[src/rtl/crop_ctrl_pkg.sv]
// crop_ctrl_pkg: shared definitions for the crop configuration controller.
// The dtype width and codes mirror the shared dtypes.v of the image pipeline;
// no new codes are introduced here. Pixel beats are any code with the top
// bit set (the pixel-format family in dtypes.v).
package crop_ctrl_pkg;

  localparam int unsigned DTYPE_WIDTH = 4;

  localparam logic [DTYPE_WIDTH-1:0] DTYPE_FRAME_START = 4'h1;
  localparam logic [DTYPE_WIDTH-1:0] DTYPE_FRAME_END   = 4'h2;
  localparam logic [DTYPE_WIDTH-1:0] DTYPE_ROW_START   = 4'h3;
  localparam logic [DTYPE_WIDTH-1:0] DTYPE_ROW_END     = 4'h4;
  localparam logic [DTYPE_WIDTH-1:0] DTYPE_PIXEL_MONO  = 4'h8;

  localparam int unsigned DEF_DIM_WIDTH       = 12;
  localparam int unsigned DEF_FRAME_CNT_WIDTH = 16;

  // True for any pixel-carrying dtype code.
  function automatic logic is_pixel(input logic [DTYPE_WIDTH-1:0] dt);
    return dt[DTYPE_WIDTH-1];
  endfunction

endpackage

[src/rtl/crop_ctrl_if.sv]
// crop_ctrl_if: stream observation, register-side config request and
// status/active-config outputs of crop_ctrl.
//   master: register terminal / stream source (drives dvi, dtypei, cfg_*)
//   slave : crop_ctrl (drives enable, num_output_*, status)
interface crop_ctrl_if #(
  parameter int unsigned DIM_WIDTH       = 12,
  parameter int unsigned FRAME_CNT_WIDTH = 16
);
  import crop_ctrl_pkg::*;

  logic                       dvi;
  logic [DTYPE_WIDTH-1:0]     dtypei;
  logic                       cfg_req;
  logic                       cfg_enable;
  logic [DIM_WIDTH-1:0]       cfg_rows;
  logic [DIM_WIDTH-1:0]       cfg_cols;

  logic                       enable;
  logic [DIM_WIDTH-1:0]       num_output_rows;
  logic [DIM_WIDTH-1:0]       num_output_cols;
  logic                       cfg_pending;
  logic                       cfg_ack;
  logic                       busy;
  logic [DIM_WIDTH-1:0]       meas_rows;
  logic [DIM_WIDTH-1:0]       meas_cols;
  logic [FRAME_CNT_WIDTH-1:0] frame_count;
  logic                       frame_err;
  logic                       clamped;

  modport master (
    output dvi, dtypei, cfg_req, cfg_enable, cfg_rows, cfg_cols,
    input  enable, num_output_rows, num_output_cols, cfg_pending, cfg_ack,
           busy, meas_rows, meas_cols, frame_count, frame_err, clamped
  );

  modport slave (
    input  dvi, dtypei, cfg_req, cfg_enable, cfg_rows, cfg_cols,
    output enable, num_output_rows, num_output_cols, cfg_pending, cfg_ack,
           busy, meas_rows, meas_cols, frame_count, frame_err, clamped
  );

endinterface

[src/rtl/crop_ctrl_frame_dim_meter.sv]
// frame_dim_meter: saturating row/column counters for an image stream,
// latching the column count at each row end and the row count at frame end.
// Strobes are already qualified with dvi and framing state by the caller.
//   clk, resetb              : clock, async active-low reset
//   frame_start, frame_end   : frame boundary strobes (frame_end = valid end)
//   row_start, row_end, pixel: in-frame beat strobes
//   meas_rows, meas_cols     : registered dimensions of last row/frame
module frame_dim_meter #(
  parameter int unsigned DIM_WIDTH = 12
) (
  input  logic                 clk,
  input  logic                 resetb,
  input  logic                 frame_start,
  input  logic                 frame_end,
  input  logic                 row_start,
  input  logic                 row_end,
  input  logic                 pixel,
  output logic [DIM_WIDTH-1:0] meas_rows,
  output logic [DIM_WIDTH-1:0] meas_cols
);

  localparam logic [DIM_WIDTH-1:0] DIM_MAX = '1;

  logic [DIM_WIDTH-1:0] row_cnt;
  logic [DIM_WIDTH-1:0] col_cnt;

  // Counters and measurement latches.
  always_ff @(posedge clk or negedge resetb) begin
    if (!resetb) begin
      row_cnt   <= '0;
      col_cnt   <= '0;
      meas_rows <= '0;
      meas_cols <= '0;
    end else begin
      if (frame_start) begin
        row_cnt <= '0;
      end else if (row_end && (row_cnt != DIM_MAX)) begin
        row_cnt <= row_cnt + DIM_WIDTH'(1);
      end

      if (row_start) begin
        col_cnt <= '0;
      end else if (pixel && (col_cnt != DIM_MAX)) begin
        col_cnt <= col_cnt + DIM_WIDTH'(1);
      end

      if (row_end) begin
        meas_cols <= col_cnt;
      end
      if (frame_end) begin
        meas_rows <= row_cnt;
      end
    end
  end

endmodule

[src/rtl/crop_ctrl.sv]
// crop_ctrl: frame-synchronous configuration controller for the crop stage.
// Register-side crop requests are held in a shadow and only become active on
// the cycle that samples FRAME_START, so no frame sees mixed settings. Also
// reports measured frame dimensions, frame count and a sticky framing error.
//   clk, resetb : image clock, async active-low reset
//   bus (slave) : dvi/dtypei stream, cfg_* request, active config + status
// Optional build macro CROP_CTRL_CLAMP_EN: clamp applied dims to the last
// measured (nonzero) frame dimensions and report it on clamped.
module crop_ctrl
  import crop_ctrl_pkg::*;
#(
  parameter int unsigned DIM_WIDTH       = 12,
  parameter int unsigned FRAME_CNT_WIDTH = 16
) (
  input  logic       clk,
  input  logic       resetb,
  crop_ctrl_if.slave bus
);

  localparam logic [0:0] S_IDLE  = 1'b0;
  localparam logic [0:0] S_FRAME = 1'b1;

  logic [0:0] state_q, state_d;

  logic                       enable_q, enable_d;
  logic [DIM_WIDTH-1:0]       rows_q, rows_d;
  logic [DIM_WIDTH-1:0]       cols_q, cols_d;
  logic                       sh_en_q, sh_en_d;
  logic [DIM_WIDTH-1:0]       sh_rows_q, sh_rows_d;
  logic [DIM_WIDTH-1:0]       sh_cols_q, sh_cols_d;
  logic                       pending_q, pending_d;
  logic                       ack_q, ack_d;
  logic                       busy_q, busy_d;
  logic [FRAME_CNT_WIDTH-1:0] count_q, count_d;
  logic                       err_q, err_d;
  logic                       clamped_q, clamped_d;
  logic                       do_apply;

  logic [DIM_WIDTH-1:0] meas_rows, meas_cols;

  // Decoded, valid-qualified beats.
  logic fs, fe, rs, re, px, in_frame;
  assign fs       = bus.dvi && (bus.dtypei == DTYPE_FRAME_START);
  assign fe       = bus.dvi && (bus.dtypei == DTYPE_FRAME_END);
  assign rs       = bus.dvi && (bus.dtypei == DTYPE_ROW_START);
  assign re       = bus.dvi && (bus.dtypei == DTYPE_ROW_END);
  assign px       = bus.dvi && is_pixel(bus.dtypei);
  assign in_frame = (state_q == S_FRAME);

  frame_dim_meter #(.DIM_WIDTH(DIM_WIDTH)) u_meter (
    .clk         (clk),
    .resetb      (resetb),
    .frame_start (fs),
    .frame_end   (fe && in_frame),
    .row_start   (rs && in_frame),
    .row_end     (re && in_frame),
    .pixel       (px && in_frame),
    .meas_rows   (meas_rows),
    .meas_cols   (meas_cols)
  );

  // Config source on apply: a same-cycle request overrides the shadow.
  logic                 src_en;
  logic [DIM_WIDTH-1:0] src_rows, src_cols, fit_rows, fit_cols;
  logic                 clamp_hit;
  assign src_en   = bus.cfg_req ? bus.cfg_enable : sh_en_q;
  assign src_rows = bus.cfg_req ? bus.cfg_rows   : sh_rows_q;
  assign src_cols = bus.cfg_req ? bus.cfg_cols   : sh_cols_q;

`ifdef CROP_CTRL_CLAMP_EN
  // A zero measurement means nothing measured yet on that dim: no clamp.
  logic clamp_rows, clamp_cols;
  assign clamp_rows = (meas_rows != '0) && (src_rows > meas_rows);
  assign clamp_cols = (meas_cols != '0) && (src_cols > meas_cols);
  assign fit_rows   = clamp_rows ? meas_rows : src_rows;
  assign fit_cols   = clamp_cols ? meas_cols : src_cols;
  assign clamp_hit  = clamp_rows || clamp_cols;
`else
  assign fit_rows  = src_rows;
  assign fit_cols  = src_cols;
  assign clamp_hit = 1'b0;
`endif

  // State and output registers.
  always_ff @(posedge clk or negedge resetb) begin
    if (!resetb) begin
      state_q   <= S_IDLE;
      enable_q  <= 1'b0;
      rows_q    <= '0;
      cols_q    <= '0;
      sh_en_q   <= 1'b0;
      sh_rows_q <= '0;
      sh_cols_q <= '0;
      pending_q <= 1'b0;
      ack_q     <= 1'b0;
      busy_q    <= 1'b0;
      count_q   <= '0;
      err_q     <= 1'b0;
      clamped_q <= 1'b0;
    end else begin
      state_q   <= state_d;
      enable_q  <= enable_d;
      rows_q    <= rows_d;
      cols_q    <= cols_d;
      sh_en_q   <= sh_en_d;
      sh_rows_q <= sh_rows_d;
      sh_cols_q <= sh_cols_d;
      pending_q <= pending_d;
      ack_q     <= ack_d;
      busy_q    <= busy_d;
      count_q   <= count_d;
      err_q     <= err_d;
      clamped_q <= clamped_d;
    end
  end

  // Next-state and next-output logic.
  always_comb begin
    state_d   = state_q;
    enable_d  = enable_q;
    rows_d    = rows_q;
    cols_d    = cols_q;
    sh_en_d   = sh_en_q;
    sh_rows_d = sh_rows_q;
    sh_cols_d = sh_cols_q;
    pending_d = pending_q;
    ack_d     = 1'b0;
    busy_d    = busy_q;
    count_d   = count_q;
    err_d     = err_q;
    clamped_d = clamped_q;
    do_apply  = 1'b0;

    case (state_q)
      S_IDLE: begin
        if (fs) begin
          state_d  = S_FRAME;
          busy_d   = 1'b1;
          do_apply = 1'b1;
        end else if (fe || rs || re || px) begin
          err_d = 1'b1;
        end
      end
      S_FRAME: begin
        if (fe) begin
          state_d = S_IDLE;
          busy_d  = 1'b0;
          count_d = count_q + FRAME_CNT_WIDTH'(1);
        end else if (fs) begin
          // Missing FRAME_END: restart as a fresh frame, flag the error.
          err_d    = 1'b1;
          do_apply = 1'b1;
        end
      end
      default: begin
        state_d = S_IDLE;
        busy_d  = 1'b0;
      end
    endcase

    if (do_apply) begin
      if (bus.cfg_req || pending_q) begin
        enable_d  = src_en;
        rows_d    = fit_rows;
        cols_d    = fit_cols;
        clamped_d = clamp_hit;
        pending_d = 1'b0;
        ack_d     = 1'b1;
      end
    end else if (bus.cfg_req) begin
      sh_en_d   = bus.cfg_enable;
      sh_rows_d = bus.cfg_rows;
      sh_cols_d = bus.cfg_cols;
      pending_d = 1'b1;
    end
  end

  assign bus.enable          = enable_q;
  assign bus.num_output_rows = rows_q;
  assign bus.num_output_cols = cols_q;
  assign bus.cfg_pending     = pending_q;
  assign bus.cfg_ack         = ack_q;
  assign bus.busy            = busy_q;
  assign bus.meas_rows       = meas_rows;
  assign bus.meas_cols       = meas_cols;
  assign bus.frame_count     = count_q;
  assign bus.frame_err       = err_q;
  assign bus.clamped         = clamped_q;

endmodule

[src/flat_wrapper.sv]
// flat-port wrapper written by rule: the top's interface ports become plain ports
module crop_ctrl_flat import crop_ctrl_pkg::*;
#(
  parameter int unsigned DIM_WIDTH       = 12,
  parameter int unsigned FRAME_CNT_WIDTH = 16
)
  (clk, resetb, bus_dvi, bus_dtypei, bus_cfg_req, bus_cfg_enable, bus_cfg_rows, bus_cfg_cols, bus_enable, bus_num_output_rows, bus_num_output_cols, bus_cfg_pending, bus_cfg_ack, bus_busy, bus_meas_rows, bus_meas_cols, bus_frame_count, bus_frame_err, bus_clamped);
  crop_ctrl_if #(.DIM_WIDTH(DIM_WIDTH), .FRAME_CNT_WIDTH(FRAME_CNT_WIDTH)) bus_i ();
  input  logic clk;
  input  logic resetb;
  input wire logic [$bits(bus_i.dvi)-1:0] bus_dvi;
  input wire logic [$bits(bus_i.dtypei)-1:0] bus_dtypei;
  input wire logic [$bits(bus_i.cfg_req)-1:0] bus_cfg_req;
  input wire logic [$bits(bus_i.cfg_enable)-1:0] bus_cfg_enable;
  input wire logic [$bits(bus_i.cfg_rows)-1:0] bus_cfg_rows;
  input wire logic [$bits(bus_i.cfg_cols)-1:0] bus_cfg_cols;
  output wire logic [$bits(bus_i.enable)-1:0] bus_enable;
  output wire logic [$bits(bus_i.num_output_rows)-1:0] bus_num_output_rows;
  output wire logic [$bits(bus_i.num_output_cols)-1:0] bus_num_output_cols;
  output wire logic [$bits(bus_i.cfg_pending)-1:0] bus_cfg_pending;
  output wire logic [$bits(bus_i.cfg_ack)-1:0] bus_cfg_ack;
  output wire logic [$bits(bus_i.busy)-1:0] bus_busy;
  output wire logic [$bits(bus_i.meas_rows)-1:0] bus_meas_rows;
  output wire logic [$bits(bus_i.meas_cols)-1:0] bus_meas_cols;
  output wire logic [$bits(bus_i.frame_count)-1:0] bus_frame_count;
  output wire logic [$bits(bus_i.frame_err)-1:0] bus_frame_err;
  output wire logic [$bits(bus_i.clamped)-1:0] bus_clamped;
  assign bus_i.dvi = bus_dvi;
  assign bus_i.dtypei = bus_dtypei;
  assign bus_i.cfg_req = bus_cfg_req;
  assign bus_i.cfg_enable = bus_cfg_enable;
  assign bus_i.cfg_rows = bus_cfg_rows;
  assign bus_i.cfg_cols = bus_cfg_cols;
  assign bus_enable = bus_i.enable;
  assign bus_num_output_rows = bus_i.num_output_rows;
  assign bus_num_output_cols = bus_i.num_output_cols;
  assign bus_cfg_pending = bus_i.cfg_pending;
  assign bus_cfg_ack = bus_i.cfg_ack;
  assign bus_busy = bus_i.busy;
  assign bus_meas_rows = bus_i.meas_rows;
  assign bus_meas_cols = bus_i.meas_cols;
  assign bus_frame_count = bus_i.frame_count;
  assign bus_frame_err = bus_i.frame_err;
  assign bus_clamped = bus_i.clamped;
  crop_ctrl #(.DIM_WIDTH(DIM_WIDTH), .FRAME_CNT_WIDTH(FRAME_CNT_WIDTH)) u_core (.clk(clk), .resetb(resetb), .bus(bus_i));
endmodule
[config.mk]
export PLATFORM = sky130hd
export DESIGN_NAME = crop_ctrl_flat
export DESIGN_NICKNAME = d
export VERILOG_FILES = /design/src/rtl/crop_ctrl_pkg.sv /design/src/rtl/crop_ctrl_if.sv /design/src/rtl/crop_ctrl_frame_dim_meter.sv /design/src/rtl/crop_ctrl.sv /design/src/flat_wrapper.sv
export SDC_FILE = /design/constraint.sdc
export NUM_CORES = 1
export LEC_CHECK = 0
export CORE_MARGIN = 5
export CORE_UTILIZATION = 51
export CTS_BUF_LIST = sky130_fd_sc_hd__clkbuf_4 sky130_fd_sc_hd__clkbuf_8
export DETAILED_ROUTE_END_ITERATION = 12
export HOLD_SLACK_MARGIN = 0.05
export PLACE_DENSITY = 0.84
export SYNTH_ARGS = -nofsm -noshare
export SYNTH_HDL_FRONTEND = slang
export SYNTH_HIERARCHICAL = 1
export SYNTH_SLANG_ARGS = --single-unit
[constraint.sdc]
create_clock -name clk -period 3 [get_ports clk]
set_clock_uncertainty 0.2 [all_clocks]
set_input_delay 0.6 -clock clk [delete_from_list [all_inputs] [get_ports clk]]
set_output_delay 0.6 -clock clk [all_outputs]
set_load 0.02 [all_outputs]
# Word level (Yosys, flattened, before mapping)

Cells that the tools add are included.

Register bits: 119
Bits in latches: 0
Memory bits (writable): 0
ROM bits: 0
Input bits: 33
Output and inout port bits: 70
Word-level logic and storage cells: 80
Memories: 0

$add $sub $neg: 3
$mul: 0
Div/mod/pow operators: 0
$lt $le $gt $ge: 0
Equal/unequal tests: 13
Shift operators: 0
Mux-type cells: 24
Bitwise logic cells: 1
Reductions and logical operators: 23

Operator list:

| kind                  | count |
|---|---|
| $mux 12               | 6 |
| $add 12x1->12 const B | 2 |
| $ne 12x12->1 const B  | 2 |
| $add 16x1->16 const B | 1 |
| $mux 1                | 14 |
| $logic_and 1x1->1     | 11 |
| $ne 2x2->1 const B    | 5 |
| $eq 4x2->1 const B    | 2 |
| $pmux 1 s2            | 4 |
| $reduce_and 2->1      | 4 |
| $reduce_bool 2->1     | 3 |
| $eq 4x1->1 const B    | 1 |
| $eq 4x3->1 const B    | 1 |
| $logic_or 1x1->1      | 4 |
| $ne 2x1->1 const B    | 2 |
| $reduce_and 4->1      | 1 |
| $not 1->1             | 1 |

# Logic depth before layout (Yosys ltp)

Gate-level depths: netlist (run 1).

Depth after elaboration: 8
Depth in mapped cells: 9
Gate-level depth less buffers: 6

# Cells and area by module

The synthesis (run 1) kept the hierarchy.

Modules (own cells, without submodules):

| module          | times used | cells an instance | area each (µm²) | sequential area each (µm²) |
|---|---|---|---|---|
| crop_ctrl       | 1          | 265               | 3330.7          | 1776.7 |
| frame_dim_meter | 1          | 189               | 2157.1          | 1201.2 |

# Least setup slack after synthesis (run 1)

Ideal clock, no wire load.

Path kind: input-to-reg
Start point: input port bus_dtypei[3]
End point: register u_core.u_meter.row_cnt[5]
Library setup time: 78 ps
Arrival time: 2192 ps
Path slack: 530 ps
Stages on the path: 8
Buffers on the path: 2
Cells stage by stage: nand4bb_1 nor3b_1 buf_2 inv_1 a41o_1 buf_6 or4_1 a21oi_1

Word-level cells in the longest chain between the ends: 5
Elaborated cells on any way between the ends: 8
Classes of those cells: eq/ne (2); mux (1); reduce/logical (5)

RTL lines:

| what                        | line                            | source |
|---|---|---|
| from (decl)                 | flat_wrapper.sv:12              | `input wire logic [$bits(bus_i.dtypei)-1:0] bus_dtypei;` |
| $eq 4x3->1                  | crop_ctrl.sv:46                 | `assign re = bus.dvi && (bus.dtypei == DTYPE_ROW_END);` |
| $logic_and 1x1->1           | crop_ctrl.sv:46                 |  |
| $logic_and 1x1->1           | crop_ctrl.sv:56                 | `.row_end (re && in_frame),` |
| $logic_and 1x1->1           | crop_ctrl_frame_dim_meter.sv:37 | `end else if (row_end && (row_cnt != DIM_MAX)) begin` |
| $reduce_bool 2->1 (no line) | n/a                             |  |
| to (signal assigned)        | crop_ctrl_frame_dim_meter.sv:38 | `row_cnt <= row_cnt + DIM_WIDTH'(1);` |
| to (decl)                   | crop_ctrl_frame_dim_meter.sv:24 | `logic [DIM_WIDTH-1:0] row_cnt;` |

Several ways; a longest one is shown, not always the timed one.
A chain may end at the register's enable or synchronous reset.

# Worst setup path after layout (run 1)

Start point: input port bus_dvi
End point: register u_core.u_meter.row_cnt[5]

Word-level cells in the longest chain between the ends: 4
Elaborated cells on any way between the ends: 6
Classes of those cells: mux (1); reduce/logical (5)

RTL lines:

| what                        | line                            | source |
|---|---|---|
| from (decl)                 | flat_wrapper.sv:11              | `input wire logic [$bits(bus_i.dvi)-1:0] bus_dvi;` |
| $logic_and 1x1->1           | crop_ctrl.sv:46                 |  |
| $logic_and 1x1->1           | crop_ctrl.sv:56                 |  |
| $logic_and 1x1->1           | crop_ctrl_frame_dim_meter.sv:37 |  |
| $reduce_bool 2->1 (no line) | n/a                             |  |

Several ways; a longest one is shown, not always the timed one.

==> impl_metrics.ini, run 1 <==
[worst_setup_path]
path_class = in2reg
cp.arrival_ns = 2.77
critPathRequiredTime_ns = 3.15
r2r_cells = 6
cp_max_fo = 10
reg2reg_setup_slack_ns = 0.59
end_kind = flip-flop
cp-start-kind = input pin

[power]
powerDensity_mw_per_mm2 = 633
cellInternalPower_mw = 3.15
power.leakage_nw = 2.93
p_seq_share_pct = 45.4
p_sw_mw = 1.33
sw_frac_of_total_pct = 29.7
p_clk_share_pct = 33.3
p_comb_share_pct = 21.3
total_power_mw = 4.48
irDropWorstVdd_v = 0.000378

[yosys]
synth_area_leaders = dfrtp_1, mux2_2, o221a_1
synth-seq-area-share_pct = 54.3
synthTopCellsByCount = dfrtp_1, mux2_2, nand2b_1
yosysWarnings = 6
yosysMostFrequentCell = dfrtp_1
syn_inst = 454
synth.distinct_cells = 51
ys.flop_type = dfrtp_1
synth_edf_count = 0
async_reset_ff_share_pct = 100
synth_top_area_cell = dfrtp_1
avgSynthCellArea_um2 = 12.1
ys_seq_elements = 119
syn_nets = 490
syn-cell-area_mm2 = 0.00549
synth.top_cell.area_share_pct = 54.3

[sta]
fin_setup_tns_ns = 0
final-max-slew-violation-count = 0
fmax_ghz = 0.382
period_minus_slack_ns = 2.62
hold_viol = 0
relSlewSlack_pct = 61.0
worstMarginPinSlew_ns = 0.578
hold_slack_ns = 0.286
setup_viol = 0
min_period_over_period_pct = 87.3
rsz0062_at_grt = no

[place]
io_buffers = 101
dpl.hpwl_mm = 9.00
gp_congestion = 0.832
placed_area_mm2 = 0.00666

[floorplanning]
die_h_um = 114
rows = 37
io-pin-count = 103
fp.dieW_um = 114
dieArea_mm2 = 0.0129
core_area_mm2 = 0.0104
initial_core_util_pct = 52.7

[clock_network]
clockRootBuffer = clkbuf_8
path_clk_slew_ns = 0.08
insertion_delay_ns = 0.42
clk_path_buf_depth = 2
cts_tree = done
htree_levels = 4
cts_buffers = 17
post_cts_resized = 0
cts.sinks = 119

[detailed_routing]
drc = 0
wl_mm = 13.3
ant_nets = 0
drt_first_pass_iters = 5
wl_per_cell_um = 18.7
drt_iter0_drc = 269
viasPerCell = 5.99
vias = 4268

[global_routing]
grt_usage_pct = 21.4
overflow = 0
grt_pass1_wl_mm = 22.2
antenna_found_initial = 0
grt_max_degree = 58
grt_pass1_vias = 4446

[final_layout]
num_antenna_cells = 0
synthToLayoutAreaGrowth_pct = 29.0
layout.nets = 600
fillers = 752
finish.instance_area_mm2 = 0.00708
drive_gt1_share_pct = 18.8

[hold_path]
min_path_cells = 1
hold_class = reg2reg

[outcome]
outcome = completed

[run]
cap_violations = 0
-- power by group through the flow --
| stage | combinational, mW | sequential [mW] | clock [mW] |
|---|---|---|---|
| global route | 1.02 | 2.07 | 1.59 |
| finish | 0.953 | 2.04 | 1.49 |
| CTS | 0.964 | 2.03 | 1.53 |
| global placement | 0.923 | 2.04 | 0 |
| detailed placement | 0.957 | 2.06 | 0 |
| floorplan | 0.331 | 2.18 | 0 |
-- flip-flops by register name, summed over array words and instances (netlist names) --
signal and count:
u_core/bus.frame_count 16, u_core/u_meter/col_cnt 12, u_core/u_meter/meas_cols 12, u_core/sh_rows_q 12
u_core/bus.num_output_cols 12, u_core/bus.cfg_ack 1, u_core/bus.cfg_pending 1, u_core/u_meter/row_cnt 12
u_core/sh_cols_q 12, u_core/u_meter/meas_rows 12, u_core/bus.num_output_rows 12, u_core/bus.enable 1
u_core/in_frame 1, u_core/bus.frame_err 1, u_core/bus.busy 1, u_core/sh_en_q 1
-- repair_timing --
item | CTS | global route
hold endpoints to repair | 45 | 0
hold buffers | 1 | 0
setup buffers | 0 | 0
-- worst paths after layout --
check | from | to
setup / recovery | bus_dvi | u_core/u_meter/row_cnt[5]
hold / removal | u_core/bus.frame_err | u_core/bus.frame_err
setup reg to reg | u_core/u_meter/col_cnt[1] | u_core/u_meter/col_cnt[1]
hold reg to reg | u_core/bus.frame_err | u_core/bus.frame_err
max in group asynchronous | resetb | u_core/u_meter/col_cnt[5]
min in group asynchronous | resetb | u_core/bus.num_output_rows[5]
-- stage by stage --
stage	worst slack, ns	utilization (%)	cells
finish	0.381	68.0	712
global route	0.198	68.0	712
CTS	0.383	68.0	712
detailed placement	-0.0230	64.0	680
global placement	0.0439	64.0	680
floorplan	0.530	-	454
-- final cells by class --
cell class	instances	area, µm²	area share [%]
repair buffers	119	1170	16.5
clock buffers	17	234	3.30
multi-input cells	293	2300	32.5
clock inverters	14	175	2.47
well taps	136	170	2.40
inverters	14	53.8	0.760
flip-flops and latches	119	2980	42.0
-- critical path, cell delays in order --
cell and delay [ns]:
clkdlybuf4s50_1 0.60, nand4bb_1 0.20, nor3b_2 0.26, inv_1 0.10, a41o_1 0.33, or4_1 0.52, a21oi_1 0.15
-- per-layer routing --
| metal | part of all wire (%) | track usage, % | vias up | wire, µm |
|---|---|---|---|---|
| met1 | 41 | 26.8 | 2126 | 5470 |
| met3 | 8.5 | 7.21 | 25 | 1140 |
| li1 | - | - | 1924 | - |
| met2 | 49 | 35.0 | 193 | 6500 |
| met5 | 0 | 0 | - | 0 |
| met4 | 1.5 | 6.97 | 0 | 199 |
-- layout by cell type (no fill, tap or decap), types with 15 or more instances in the layout --
master	instances
clkdlybuf4s50_1	100
nand2_1	16
o221a_1	23
nor2_1	20
dfrtp_1	119
mux2_2	49
xnor2_1	15
clkbuf_8	17
buf_4	16
nand2b_1	26
o32ai_1	22
-- cells by family (layout without fill, tap and decap cells) --
group                      count (synthesis)  in the layout  synth area share, %
adders and majority gates                  3              3                0.684
DFF                                      119            119                 54.3
other                                      1              1               0.0683
AOI/OAI and AO/OA                         85             85                 13.0
xor gates and xnor gates                  19             19                 3.03
buffers and inverters                     42            164                 3.92
and+or+nand+nor                          132            132                 14.2
muxes                                     53             53                 10.8
(Power assumes the default switching activity.)
==> inputs of run 2 (changes only) <==
Settings changed: CELL_PAD_IN_SITES_DETAIL_PLACEMENT set to 1, CELL_PAD_IN_SITES_GLOBAL_PLACEMENT set to 2, CORE_ASPECT_RATIO set to 0.7, CORE_UTILIZATION 51 to 36, PLACE_DENSITY 0.84 to 0.89.
==> run 2 against run 1 <==
- via count grew 2.1%
- sequential share of layout area shrank 0.46 points
- count of clock-buffer cells in the layout grew 6
- total power grew 0.23%
- combinational power grew 1%
- die area grew 38%
- cell area grew 1.1%
- sequential power is essentially flat
- non-clock buffer count grew 1
- wire length grew 17%
- critical path type unchanged
- largest cell class unchanged
==> impl_metrics.ini, run 2 (synthesized netlist as in run 1, its figures left out) <==
[global_routing]
grt_pass1_wl_mm = 25.7
grt_usage_pct = 18.2
grt_pass1_vias = 4785
grt_max_degree = 46
overflow = 0
antenna_found_initial = 0

[floorplanning]
initial_core_util_pct = 37.0
rows = 37
fp.dieW_um = 158
die_h_um = 113
io-pin-count = 103
dieArea_mm2 = 0.0179
core_area_mm2 = 0.0148

[final_layout]
synthToLayoutAreaGrowth_pct = 30.5
fillers = 1553
drive_gt1_share_pct = 18.9
mostFrequentLayoutCells = dfrtp_1, clkdlybuf4s50_1, mux2_2
multi_input_area_mm2 = 0.00230
num_antenna_cells = 0
largest_reg_flops = 16
layout.nets = 601
seqCellArea_mm2 = 0.00298
mostFrequentLayoutCell = dfrtp_1

[worst_setup_path]
reg2reg_setup_slack_ns = 0.47
max_stage_delay_ns = 0.50
endpoint = u_core/u_meter/row_cnt[11]
end_kind = flip-flop
r2r_cells = 6
critPathSlowestCell = clkdlybuf4s50_1
path_class = in2reg
r2r_start = u_core/u_meter/col_cnt[0]
critPathRequiredTime_ns = 3.14
cp.arrival_ns = 2.79
timing.rr.end = u_core/u_meter/col_cnt[1]
path_cells = clkdlybuf4s50_1 > nand4bb_1 > nor3b_2 > buf_4 > nand4_1 > nor4_1 > o21ai_0 > a31oi_1
cp_max_fo = 16
cp-start-kind = input pin
cp-startpoint = bus_dtypei[3]

[clock_network]
post_cts_resized = 0
cts.sinks = 119
cts_tree = done
clk_path_buf_depth = 2
cts_buffers = 17
clockRootBuffer = clkbuf_8
htree_levels = 4
insertion_delay_ns = 0.43
path_clk_slew_ns = 0.07
post_cts_buffers = 0

[place]
dpl.hpwl_mm = 10.9
gp_congestion = 0.800
io_buffers = 101

[detailed_routing]
drt_first_pass_iters = 4
wl_per_cell_um = 20.2
drc = 0
vias = 4358
wl_mm = 15.6
drt_iter0_drc = 195
ant_nets = 0
viasPerCell = 5.65

[sta]
setup_viol = 0
fmax_ghz = 0.378
period_minus_slack_ns = 2.64
worstMarginPinSlew_ns = 0.742
rsz0062_at_grt = no
min_period_over_period_pct = 88.1
hold_slack_ns = 0.273
final-max-slew-violation-count = 0
hold_viol = 0
relSlewSlack_pct = 49.9

[power]
total_power_mw = 4.49
irDropWorstVdd_v = 0.000344
power.leakage_nw = 2.94
powerDensity_mw_per_mm2 = 628

[hold_path]
hold_class = reg2reg

[run]
cap_violations = 0

[outcome]
outcome = completed
==> run 2: cell count changes in the layout (fill, tap and decap cells not counted) <==
cell	change
inv_6	-3
clkinv_2	+2
clkbuf_8	+5
bufinv_16	-1
clkinv_4	-3
clkinvlp_4	-1
buf_4	+1
clkbuf_4	+1
==> run 2: worst max-delay path, delay by kind of cell <==
family                 cells  cell delay, ns
buffers and inverters      2            0.80
AND/OR/NAND/NOR            4            1.06
AO/OA/AOI/OAI              2            0.31
==> run 2: layer usage <==
metal / GRT usage, % / wire [µm] / vias up
li1: - / - / 1926
met4: 5.50 / 223 / 0
met5: 0 / 0 / -
met1: 24.6 / 7170 / 2256
met2: 29.0 / 7370 / 149
met3: 4.63 / 867 / 27
==> run 2: repair_timing <==
item                                    in CTS  in global routing
endpoints found under the setup margin       0                  0
endpoints found under the hold margin       42                  0
hold buffers                                 1                  0
==> run 2: how the worst min path moves through the flow <==
stage | from | to | slack [ns] | cells past startpoint
final | u_core/bus.frame_count[15] | u_core/bus.frame_count[15] | 0.27 | 1
after global placement | u_core/bus.frame_count[15] | u_core/bus.frame_count[15] | 0.26 | 1
after CTS | u_core/bus.frame_count[15] | u_core/bus.frame_count[15] | 0.28 | 1
after floorplan | resetb | u_core/bus.busy | 0.10 | 0
after global routing | u_core/bus.frame_count[15] | u_core/bus.frame_count[15] | 0.30 | 1
after detailed placement | u_core/bus.frame_count[15] | u_core/bus.frame_count[15] | 0.27 | 1
==> run 2: metrics by stage <==
stage	std cells	instance area, µm²	TNS [ns]	setup WS [ns]	utilization (%)
final	772	7160	0	0.357	48.3
after detailed placement	740	6740	-0.0777	-0.0777	45.5
after global routing	772	7160	0	0.236	48.3
after floorplan	454	5490	0	0.530	-
after global placement	740	6740	0	0.0657	45.5
after CTS	772	7160	0	0.387	48.3
==> run 2: power by group <==
group | total [mW] | switching (mW) | internal (mW)
Sequential | 2.05 | 0.224 | 1.82
Combinational | 0.966 | 0.460 | 0.506
Clock | 1.48 | 0.632 | 0.848
==> run 2: cell type report <==
| type | count | share of cell area, % |
|---|---|---|
| clock inverters | 8 | 1.33 |
| flip-flops and latches | 119 | 41.6 |
| clock buffers | 23 | 4.33 |
| repair buffers | 120 | 16.5 |
| well taps | 195 | 3.41 |
| multi-input cells | 293 | 32.1 |
| inverters | 14 | 0.751 |
